File: src/rtl/rr_decode_arbiter.sv
// Round-robin arbiter driving a one-hot decoded grant for 4 requesters.
// Optional tenure limit with timeout pulse: define RR_ARB_TIMEOUT_EN.
module rr_decode_arbiter #(
  parameter int MAX_HOLD = 16,
  parameter int CNT_W    = 8
) (
  input  logic       clk,
  input  logic       rst,
  input  logic [3:0] req,
  output logic [3:0] grant,
  output logic [1:0] grant_idx,
  output logic       busy,
  output logic       timeout
);

  typedef enum logic {IDLE, OWN} state_t;

  state_t             state, state_n;
  logic [1:0]         ptr, ptr_n, idx_n;
  logic [CNT_W-1:0]   hold_cnt, cnt_n;
  logic               to_n;
  logic               owner_req;
  logic               expire;
  logic [3:0]         mask;
  logic [2:0]         win;

  // {found, index}: first set bit of m searching p, p+1, ... mod 4
  function automatic logic [2:0] pick(input logic [3:0] m,
                                      input logic [1:0] p);
    logic [2:0] r;
    logic [1:0] i;
    r = 3'b000;
    for (int k = 3; k >= 0; k--) begin
      i = p + 2'(k);
      if (m[i]) r = {1'b1, i};
    end
    return r;
  endfunction

  always_comb begin
    state_n   = state;
    idx_n     = grant_idx;
    ptr_n     = ptr;
    cnt_n     = hold_cnt;
    to_n      = 1'b0;
    owner_req = req[grant_idx];
`ifdef RR_ARB_TIMEOUT_EN
    expire    = (state == OWN) && owner_req &&
                (hold_cnt == CNT_W'(MAX_HOLD - 1));
`else
    expire    = 1'b0;
`endif
    mask      = expire ? (req & ~(4'b0001 << grant_idx)) : req;
    win       = pick(mask, ptr);
    if (state == IDLE || !owner_req || expire) begin
      to_n  = expire;
      cnt_n = '0;
      if (win[2]) begin
        state_n = OWN;
        idx_n   = win[1:0];
        ptr_n   = win[1:0] + 2'd1;
      end else begin
        state_n = IDLE;
        idx_n   = 2'd0;
      end
    end else if (hold_cnt != CNT_W'(MAX_HOLD)) begin
      cnt_n = hold_cnt + 1'b1;
    end
  end

  always_ff @(posedge clk) begin
    if (rst) begin
      state     <= IDLE;
      ptr       <= 2'd0;
      hold_cnt  <= '0;
      grant_idx <= 2'd0;
      grant     <= 4'b0000;
      busy      <= 1'b0;
      timeout   <= 1'b0;
    end else begin
      state     <= state_n;
      ptr       <= ptr_n;
      hold_cnt  <= cnt_n;
      grant_idx <= idx_n;
      grant     <= (state_n == OWN) ? (4'b0001 << idx_n) : 4'b0000;
      busy      <= (state_n == OWN);
      timeout   <= to_n;
    end
  end

endmodule
File: config.mk
export PLATFORM = sky130hd
export DESIGN_NAME = rr_decode_arbiter
export DESIGN_NICKNAME = d
export VERILOG_FILES = /design/src/rtl/rr_decode_arbiter.sv
export SDC_FILE = /design/constraint.sdc
export NUM_CORES = 1
export LEC_CHECK = 0
export ABC_AREA = 1
export CORE_AREA = 3 3 40 42
export DETAILED_ROUTE_END_ITERATION = 7
export DIE_AREA = 0 0 43 45
export PLACE_DENSITY = 0.74
export SETUP_SLACK_MARGIN = 0.3
export SLEW_MARGIN = 20
export SYNTH_ARGS = -nofsm -noshare
export SYNTH_HDL_FRONTEND = slang
export SYNTH_SLANG_ARGS = --single-unit
File: constraint.sdc
create_clock -name clk -period 2.24 [get_ports clk]
set_input_delay 0.336 -clock clk [delete_from_list [all_inputs] [get_ports clk]]
set_output_delay 0.336 -clock clk [all_outputs]
set_load 0.01 [all_outputs]
Word-level counts from Yosys, hierarchy flattened. Cells that the tools add are included.

Bitwise logic cells: 2. Magnitude comparators: 5. Reductions and logical operators: 4. Shift operators: 1. Add/subtract/negate cells: 4. Muxes and demuxes: 18.

Operators with widths (count): $lt A2 B3 Y1 const B (5); $mux W3 (4); $bmux W1 S2 (5); $mux W1 (7); $add A2 B1 Y2 const B (2); $add A2 B2 Y2 const B (2); $mux W2 (2); $shl A1 B2 Y4 const A (1); $not A1 Y1 (2); $reduce_and A2 Y1 (1); $reduce_or A2 Y1 (1); $logic_not A1 Y1 (1); $logic_or A1 B1 Y1 (1).

Flip-flop bits (word level): 9. Word-level logic and storage cells: 38. Input port bits: 6.

Logic depth before layout (Yosys ltp).
Depth in word-level cells: 11. Depth in mapped cells: 13. Depth with buffers taken out: 13.

Least setup slack after synthesis. Ideal clock, no wire load.

Path kind: register to register. Start point: register ptr[0]. End point: register ptr[1]. Data required time: 2124 ps. Slack: 881 ps. Arrival time: 1243 ps. Cell stages (with the launch flop): 12. Clock period less this slack: 1359 ps. Cell sequence: dfxtp_1 > inv_2 > nand2_1 > nand2_1 > nand2_1 > nand2_1 > o21ai_0 > nand2_1 > nand3_2 > inv_2 > nor2_1 > nor2_1.

Word-level cells in the longest chain between the ends: 8.

RTL lines: start: declaration (RTL line 19) `logic [1:0] ptr, ptr_n, idx_n;`; start signal: assignment (RTL line 82) `ptr <= ptr_n;`; $add A2 B2 Y2 (RTL line 34) `i = p + 2'(k);`; $bmux W1 S2 (RTL line 35) `if (m[i]) r = {1'b1, i};`; $mux W1 (implied by the code) (RTL line 35); $mux W3 (3 in a row) (RTL line 35); $mux W3 (*) (RTL line 35); $add A2 B1 Y2 / $reduce_and A2 Y1 (equally long branches).

Every way passes the cells marked *; elsewhere a longest branch is shown, timed or not. The select of a mux whose other input is x is not followed. A chain may end at the register's enable or synchronous reset.

Final worst setup path.
Start point: input req[2]. End point: register grant[1].

Word-level cells in the longest chain between the ends: 10.

RTL lines: start: declaration (RTL line 9) `input logic [3:0] req,`; $bmux W1 S2 (RTL line 35); $mux W1 (implied by the code) (RTL line 35); $mux W3 (4 in a row) (RTL line 35); $mux W1 (RTL line 58) `if (win[2]) begin`; $mux W1 (RTL line 55) `if (state == IDLE || !owner_req || expire) begin`; $not A1 Y1 (no line); $reduce_or A2 Y1 (no line); end signal: assignment (RTL line 85) `grant <= (state_n == OWN) ? (4'b0001 << idx_n) : 4'b0000;`; end: declaration (RTL line 10) `output logic [3:0] grant,`.

Parallel ways exist; a longest one is shown, timed or not. The select of a mux whose other input is x is not followed.

==> summary.md <==
| Metric | Value |
|---|---|
| Diode count | `0` |
| First-pass GRT wire length | `2.14 mm` |
| Synth area leaders | `dfxtp_1, nand2_1, inv_1` |
| Post-synth EDFFs | `0` |
| Top cell type's share of synthesized area | `31.7%` |
| Clock latency on the worst-skew pair | `260 ps` |
| DR vias/cell | `4.74` |
| Die X-Extent | `43 µm` |
| Hold Crit Class | `flop to flop` |
| Nets | `121` |
| IO Pins | `14` |
| Synth Area in XOR/XNOR | `0%` |
| Mapped cell area | `568 µm²` |
| Buffers on Ports | `12` |
| Compound-cell area share of the yosys netlist | `7.49%` |
| Placer Congestion | `0.789` |
| Critical Path Most Common Cell | `nand2_1` |
| Unique masters post-synth | `18` |
| Crit-path leading delay family | `simple AND/OR/NAND/NOR gates` |
| Net Count, Synth | `105` |
| Synth Area in Adders | `0%` |
| DRT iter0 DRCs | `17` |
| Final hold vios | `0` |
| FF+latch count, synth | `9` |
| Max-Cap Viols | `0` |
| Synth async-reset ratio | `0%` |
| Area growth, synth to finish | `27.8%` |
| Mean Syn Cell Area | `5.74 µm²` |
| Antenna Violating Nets Remaining | `0` |
| Buffers and inverters on the worst path | `3` |
| CTS max path bufs | `2` |
| Routed len/inst | `10.1 µm` |
| Vias | `612` |
| Largest net degree at the start of global routing | `10` |
| Dpl hpwl | `1.02 mm` |
| Most common flop cell mapped by yosys | `dfxtp_1` |
| Share of post-route cells with drive strength above 1 | `8.77%` |
| Post-Route WL | `1.30 mm` |
| Slowest stage cell, crit path | `clkdlybuf4s50_1` |
| Final min period | `1640 ps` |
| Multi-input gate area | `324 µm²` |
| TNS Setup | `0 ps` |
| Synth Area in Simple Gates | `48.9%` |
| Number of fill cells | `143` |
| CTS Buf Count | `3` |
| Cts repair resizes | `0` |
| Fmax | `0.611 GHz` |
| Post-synthesis mux area share | `0%` |
| Worst vdd ir | `822 µV` |
| LEAKAGE | `0.395 nW` |
| Root Buffer | `clkbuf_4` |
| Initial antenna violation count | `0` |
| Worst path cell trace | `clkdlybuf4s50_1, nand2_1, nand2_1, nand2_1, nand2_1, inv_2, a21oi_1, nand2_1, nand3_2, inv_2, nor2_4, nor2_1` |
| CP required | `2390 ps` |
| Pwr Density | `1490 nW/µm²` |
| Core Area | `1280 µm²` |
| Arr. time, crit path | `1790 ps` |
| Postcts setup bufs | `0` |
| Worst path max stage delay | `520 ps` |
| Overflow left after global routing | `0` |
| Final clock skew | `1.98 ps` |
| First-pass DRT Iterations | `4` |
| Vias in the first global route | `555` |
| Quantity of hold-fixing buffers added after cts | `0` |
| Tcrit/Tclk final | `73.1%` |
| Critical path fanouts, max | `4` |
| CP Class | `input pin to flop` |
| Slew Limit Fails | `0` |
| Top cell type by total area after synthesis | `dfxtp_1` |
| Sink Count | `9` |
| Cells after Synth | `99` |
| Register Area | `180 µm²` |
| Status | `finished clean` |
| Setup crit end kind | `flop` |
| Top-count cell post-synth | `nand2_1` |
| DRC violations left | `0` |
| Post-synth top cells | `nand2_1, inv_1, nor2_1` |
| Largest family of logic cells by synthesized area | `simple AND/OR/NAND/NOR gates` |
| GRT Overall Usage | `14.7%` |
| Die area | `1940 µm²` |
| Reg clk slew, reported paths | `60 ps` |
| RSZ-0062 raised after global routing | `no` |
| Seq/Total Area, Yosys | `31.7%` |
| Htree depth | `1` |
| Initial Util | `44.2%` |
| Synth warnings | `0` |
| Crit start category | `input pin` |
| Row count | `13` |
| CTS tree | `yes` |
| Hold WS | `665 ps` |
| Setup violators final | `0` |
| Die H | `45 µm` |
-- tightest hold or removal path: stages, from the launching register on --
cell and delay, ps:
dfxtp_1 320, nand3_1 110, nand2_1 80, nand2_2 80, inv_1 40
-- cell usage in the layout (no fill, tap or decap) --
cell type / count
nand2_2: 1
inv_2: 3
nand3_1: 8
o22ai_1: 1
and2_1: 1
nor2_1: 11
clkbuf_1: 1
clkdlybuf4s50_1: 12
nand3_2: 1
a21oi_1: 2
o21ai_1: 1
o21ai_0: 3
nand2_1: 41
a31oi_1: 1
inv_1: 12
clkbuf_4: 3
conb_1: 1
dfxtp_1: 9
and2_4: 1
nor2_4: 1
-- path summary, 6_finish.rpt --
check | depth (start not counted) | slack [ps] | start | endpoint
hold reg to reg | 4 | 660 | state$_SDFF_PP0_ | grant_idx[1]$_SDFF_PP0_
hold / removal | 4 | 660 | state$_SDFF_PP0_ | grant_idx[1]$_SDFF_PP0_
setup reg to reg | 11 | 640 | ptr[0]$_SDFFE_PP0P_ | grant[1]$_SDFF_PP0_
setup / recovery | 12 | 600 | req[2] | grant[1]$_SDFF_PP0_
-- metal layers --
layer  routed length (µm)  global-route usage (%)  up-vias
li1                     -                       -      327
met1                  585                    18.0      268
met2                  620                    24.9       17
met3                   95                    5.18        0
met4                    0                    3.61        0
met5                    0                       0        -
-- cell type report --
class                      instances  share of cell area [%]
clock buffer                       4                    3.62
inverter                          15                    7.76
multi-input combinational         74                    44.7
sequential                         9                    24.8
tap                               15                    2.59
timing repair buffer              12                    16.6
-- flip-flops by register name (all words and copies together), names as in the netlist --
signal     cells
grant          4
grant_idx      2
ptr            2
state          1
-- stage by stage --
stage          util, %  power, mW  cell area [µm²]  std cells  setup slack, ps
4_1_cts           56.5       1.08              726        129              617
5_1_grt           56.5       1.19              726        129              453
2_1_floorplan        -      0.756              568         99              881
6_report          56.5       1.08              726        129              603
3_3_place_gp      54.4      0.941              699        125              360
3_5_place_dp      54.4      0.955              699        125              351
-- power breakdown --
group	total [mW]	switching, mW	internal [mW]	leakage (nW)
sequential	0.275	0.0491	0.226	0.0745
clock	0.124	0.0559	0.0686	0.0150
combinational	0.681	0.411	0.269	0.305
total	1.08	0.516	0.564	0.395
-- logic make-up after synthesis --
kind of cell           count (synthesis)
AOI/OAI and AO/OA                      8
other                                  1
buffers and inverters                 16
and+or+nand+nor                       65
DFF                                    9
Power figures use the tool's default switching activity.
